==> config.mk <==
export PLATFORM = sky130hd
export DESIGN_NAME = start_bit_validator
export DESIGN_NICKNAME = d
export VERILOG_FILES = /design/src/rtl/start_bit_validator.sv
export SDC_FILE = /design/constraint.sdc
export NUM_CORES = 1
export LEC_CHECK = 0
export BUFFER_PORTS_ARGS = -buffer_cell sky130_fd_sc_hd__buf_2
export CAP_MARGIN = 40
export CORE_MARGIN = 4
export CORE_UTILIZATION = 28
export DETAILED_ROUTE_END_ITERATION = 10
export GPL_ROUTABILITY_DRIVEN = 0
export GPL_TIMING_DRIVEN = 1
export PLACE_DENSITY = 0.57
export REMOVE_ABC_BUFFERS = 1
export SYNTH_ARGS = -nofsm -noshare
export SYNTH_HDL_FRONTEND = slang
export SYNTH_SLANG_ARGS = --single-unit
==> constraint.sdc <==
create_clock -name clk -period 2.05 [get_ports clk]
set_clock_uncertainty 0.2 [all_clocks]
set_input_delay 0.3075 -clock clk [delete_from_list [all_inputs] [get_ports clk]]
set_output_delay 0.3075 -clock clk [all_outputs]
set_load 0.01 [all_outputs]
==> src/rtl/start_bit_validator.sv <==
// Start-bit validator: arms after a run of idle-high ticks, flags an armed falling
// edge, then confirms or rejects the start bit with a mid-bit (majority) sample.
module start_bit_validator #(
  parameter int OVERSAMPLE = 16,
  parameter int IDLE_MIN   = 2,
  parameter int MAJORITY   = 1
) (
  input  logic clk,
  input  logic rst_n,
  input  logic serial_in_synced,
  input  logic sample_tick,
  input  logic rx_busy,
  output logic start_detected,
  output logic start_valid,
  output logic false_start,
  output logic armed
);

  localparam int MID = OVERSAMPLE / 2;
  localparam int CW  = $clog2(OVERSAMPLE);
  localparam int IW  = $clog2(IDLE_MIN + 1);
  localparam logic [CW-1:0] MID_M1 = CW'(MID - 1);
  localparam logic [CW-1:0] MID_C  = CW'(MID);
  localparam logic [IW-1:0] IDLE_C = IW'(IDLE_MIN);

  typedef enum logic [1:0] {ARM_WAIT, IDLE, CHECK} state_t;

  state_t        state, state_n;
  logic [IW-1:0] idle_cnt, idle_cnt_n, idle_inc;
  logic [CW-1:0] tick_cnt, tick_cnt_n, tick_inc;
  logic [1:0]    vote, vote_n;
  logic          prev_line, fall, line;
  logic          det_n, val_n, fs_n;

  assign line     = serial_in_synced;
  assign fall     = prev_line & ~line;
  assign idle_inc = idle_cnt + IW'(1);
  assign tick_inc = tick_cnt + CW'(1);

  always_ff @(posedge clk or negedge rst_n) begin
    if (!rst_n) begin
      state          <= ARM_WAIT;
      idle_cnt       <= '0;
      tick_cnt       <= '0;
      vote           <= '0;
      prev_line      <= 1'b1;
      start_detected <= 1'b0;
      start_valid    <= 1'b0;
      false_start    <= 1'b0;
    end else begin
      state          <= state_n;
      idle_cnt       <= idle_cnt_n;
      tick_cnt       <= tick_cnt_n;
      vote           <= vote_n;
      prev_line      <= line;
      start_detected <= det_n;
      start_valid    <= val_n;
      false_start    <= fs_n;
    end
  end

  always_comb begin
    state_n    = state;
    idle_cnt_n = idle_cnt;
    tick_cnt_n = tick_cnt;
    vote_n     = vote;
    det_n      = 1'b0;
    val_n      = 1'b0;
    fs_n       = 1'b0;
    case (state)
      ARM_WAIT: begin
        if (sample_tick) begin
          if (line && !rx_busy) begin
            if (idle_inc == IDLE_C) begin
              state_n    = IDLE;
              idle_cnt_n = '0;
            end else begin
              idle_cnt_n = idle_inc;
            end
          end else begin
            idle_cnt_n = '0;
          end
        end
      end
      IDLE: begin
        // A coincident sample_tick is deliberately not counted on the edge clk
        if (fall) begin
          if (rx_busy) begin
            state_n    = ARM_WAIT;
            idle_cnt_n = '0;
          end else begin
            state_n    = CHECK;
            tick_cnt_n = '0;
            det_n      = 1'b1;
          end
        end
      end
      CHECK: begin
        if (sample_tick) begin
          tick_cnt_n = tick_inc;
          if (MAJORITY != 0) begin
            if (tick_inc < MID_M1) begin
              fs_n = line;
            end else if (tick_inc == MID_M1) begin
              vote_n[0] = line;
            end else if (tick_inc == MID_C) begin
              vote_n[1] = line;
            end else begin
              // At least two of the three mid-bit samples must be low
              if ((!vote[0] && !vote[1]) || (!line && (!vote[0] || !vote[1])))
                val_n = 1'b1;
              else
                fs_n = 1'b1;
            end
          end else begin
            if (tick_inc < MID_C) fs_n = line;
            else begin
              val_n = ~line;
              fs_n  = line;
            end
          end
          if (val_n || fs_n) begin
            state_n    = ARM_WAIT;
            tick_cnt_n = '0;
            idle_cnt_n = '0;
            vote_n     = '0;
          end
        end
      end
      default: state_n = ARM_WAIT;
    endcase
  end

  always_comb begin
    armed = (state == IDLE);
  end

endmodule

==> flow_summary.toml <==
[global_routing]
antenna_found_initial = 0
overflow = 0
grt_max_degree = 15
grt_pass1_vias = 728
grt_pass1_wl_um = 3118
grtUsageTotal = 0.09875

[drt]
dr.pass1.iters = 3
vias = 665
vias_per_cell = 4.926
remaining_drc_errors = 0
drt-wirelength-per-cell_um = 12.41
antenna_left = 0
drtIter0Drc = 8
wirelength_um = 1675

[worst_setup_path]
endpoint_kind = "register"
worstPathRequired_ns = 2.01
cp-startpoint = "tick_cnt[0]$_DFFE_PN0P_"
r2r_end = "idle_cnt[0]$_DFFE_PN0P_"
ff2ff_path_depth = 6
crit_fanout = 7
crit_buf_inv = 0
startpoint_type = "register"
path_depth = 6
rrSetupSlack_ns = 0.1
cp_slowest_cell = "dfrtp_1"
critical_path_class = "register to register"
crit_chain = "ha_1, xnor2_1, o21ai_2, a31oi_4, nand3_2, mux2_4"
arrival_ns = 1.92
crit-reg2reg-launch = "tick_cnt[0]$_DFFE_PN0P_"
cp_slowest_stage_delay_ns = 0.44
crit_family = "flip-flops"

[yosys]
yosys-top-cells-area = "dfrtp_1, ha_1, nand2_1"
ys_ff_latch = 14
async_reset_ff_frac = 1.000
synth_area_um2 = 834.6
synth-edff-count = 0
synth_area_leader_cell = "dfrtp_1"
synth_top_area_frac = 0.3898
synth.distinct_cells = 33
ys_seq_area_frac = 0.4213
synthFlopType = "dfrtp_1"
synthCells = 85
ys_warn_count = 0
syn_area_per_cell_um2 = 9.818

[min_path]
hold_start = "sample_tick"
hold_depth = 3
holdPathEnd = "state[0]$_DFFE_PN0P_"
hold_class = "input pin to register"

[timing]
final_hold_viol_count = 0
setup_viol = 0
worst_pin_slew_ns = 0.3581
slew-limit-headroom = 0.7579
period_share = 0.9519
hold_ws_ns = 0.1426
setup_slack_ns = 0.09868
drv_slew = 0
layout_min_cycle_time_ns = 1.951
timing.fmax_ghz = 0.5125

[cells_and_area]
utilization = 0.3613
diodes = 0
seq_area_um2 = 351.6
area_delta_synth_final_pct = 21.44
fillCellCount = 304
post_layout_nonfiller_instances = 135
nNetsFinal = 116
multi_input_area_um2 = 462.9
drive_above_1_share = 0.2596

[clocking]
cts.sink_count = 14
cts_setup_buffers = 0
ctsRootBufferMaster = "clkbuf_4"
numCtsBuffers = 3
cts_tree = "yes"
clock_latency_ns = 0.27
clk_pin_slew_ns = 0.08
cts.htree.levels = 1
clockBufferDepth = 2

[place]
post-place-ws_ns = 0.06244
io_buffer_count = 8
dp.cells = 129
hpwlAfterDp_um = 1296

[pwr]
power_density_nw_per_um2 = 929.2
p_leak_nw = 0.4759
peakVddDrop_mv = 0.4693

[floorplan]
num_io_pins = 9
dieArea_um2 = 3918
die_y_um = 62.60
core_area_um2 = 2805
rows = 19
start_util = 0.2975
fp.dieW_um = 62.60

[job]
maxCapViolations = 0

[outcome]
status = "completed"
flip-flops by register name, indices dropped and copies added (netlist names):
| signal | flops |
|---|---|
| start_detected | 1 |
| start_valid | 1 |
| prev_line | 1 |
| state | 2 |
| false_start | 1 |
| idle_cnt | 2 |
| tick_cnt | 4 |
| vote | 2 |
how the worst max path moves through the flow:
stage / end
2_1_floorplan: idle_cnt[0]$_DFFE_PN0P_
6_report: idle_cnt[0]$_DFFE_PN0P_
3_5_place_dp: idle_cnt[0]$_DFFE_PN0P_
4_1_cts: tick_cnt[1]$_DFFE_PN0P_
3_3_place_gp: idle_cnt[0]$_DFFE_PN0P_
5_1_grt: idle_cnt[0]$_DFFE_PN0P_
through the flow:
| step | TNS (ns) | cell area, um2 | power [mW] |
|---|---|---|---|
| global route | -0.0008136 | 1013 | 1.036 |
| finish | 0 | 1013 | 0.9418 |
| CTS | 0 | 1007 | 0.9604 |
| detailed placement | 0 | 950.9 | 0.7584 |
| floorplan | 0 | 834.6 | 0.6391 |
| global placement | 0 | 950.9 | 0.7445 |
where the power goes:
group / internal [mW] / switching [mW]
registers: 0.320 / 0.0429
clock network: 0.108 / 0.0848
logic: 0.176 / 0.210
total: 0.604 / 0.338
cell usage in the layout, fill, tap and decap left out, types with 4 or more instances in the layout:
cell type and n:
nand2_1 13, dfrtp_1 13, buf_2 8, inv_1 7, o21ai_0 6, ha_1 6, nor2_1 5, buf_4 5
nand3_1 4
Yosys cell counts (2+ instances only):
master / count
dfrtp_1: 13
nand2_1: 13
inv_1: 7
ha_1: 6
o21ai_0: 6
nor2_1: 5
nand3_1: 4
a21oi_1: 3
mux2_2: 2
nor4b_1: 2
o31ai_1: 2
repair_timing:
item | 4_1_cts | 5_1_grt
endpoints found under the setup margin | 0 | 4
endpoints found under the hold margin | 15 | 0
gates resized for setup | 0 | 2
hold buffers | 2 | 0
tightest hold or removal path, stage by stage:
cell and delay, ns:
buf_2 0.13, nand3_1 0.08, a2bb2oi_1 0.06
layer usage:
layer  vias up  global-route usage  share of wire  routed length, um
li1        338                   -              -                  -
met1       321              0.1176           0.46                774
met2         4              0.1704           0.51                855
met3         2             0.01619          0.018                 30
met4         0             0.04959         0.0084                 14
met5         -                   0              0                  0
cell families (layout without fill, tap and decap cells):
family	after synthesis	count (layout)	synth area share
adders and majority gates	7	7	0.1019
muxes	4	4	0.05696
AOI/OAI and AO/OA	20	20	0.1739
DFF	14	14	0.4213
and+or+nand+nor	31	31	0.1934
buffers and inverters	7	26	0.03149
xor gates and xnor gates	2	2	0.02099
area by class of cell:
class / count / area share
multi-input combinational: 64 / 0.4568
inverter: 7 / 0.02593
timing repair buffer: 15 / 0.09630
clock buffer: 4 / 0.03580
sequential: 14 / 0.3469
tap: 31 / 0.03827
Note: power is estimated with default switching activity, not from simulation.
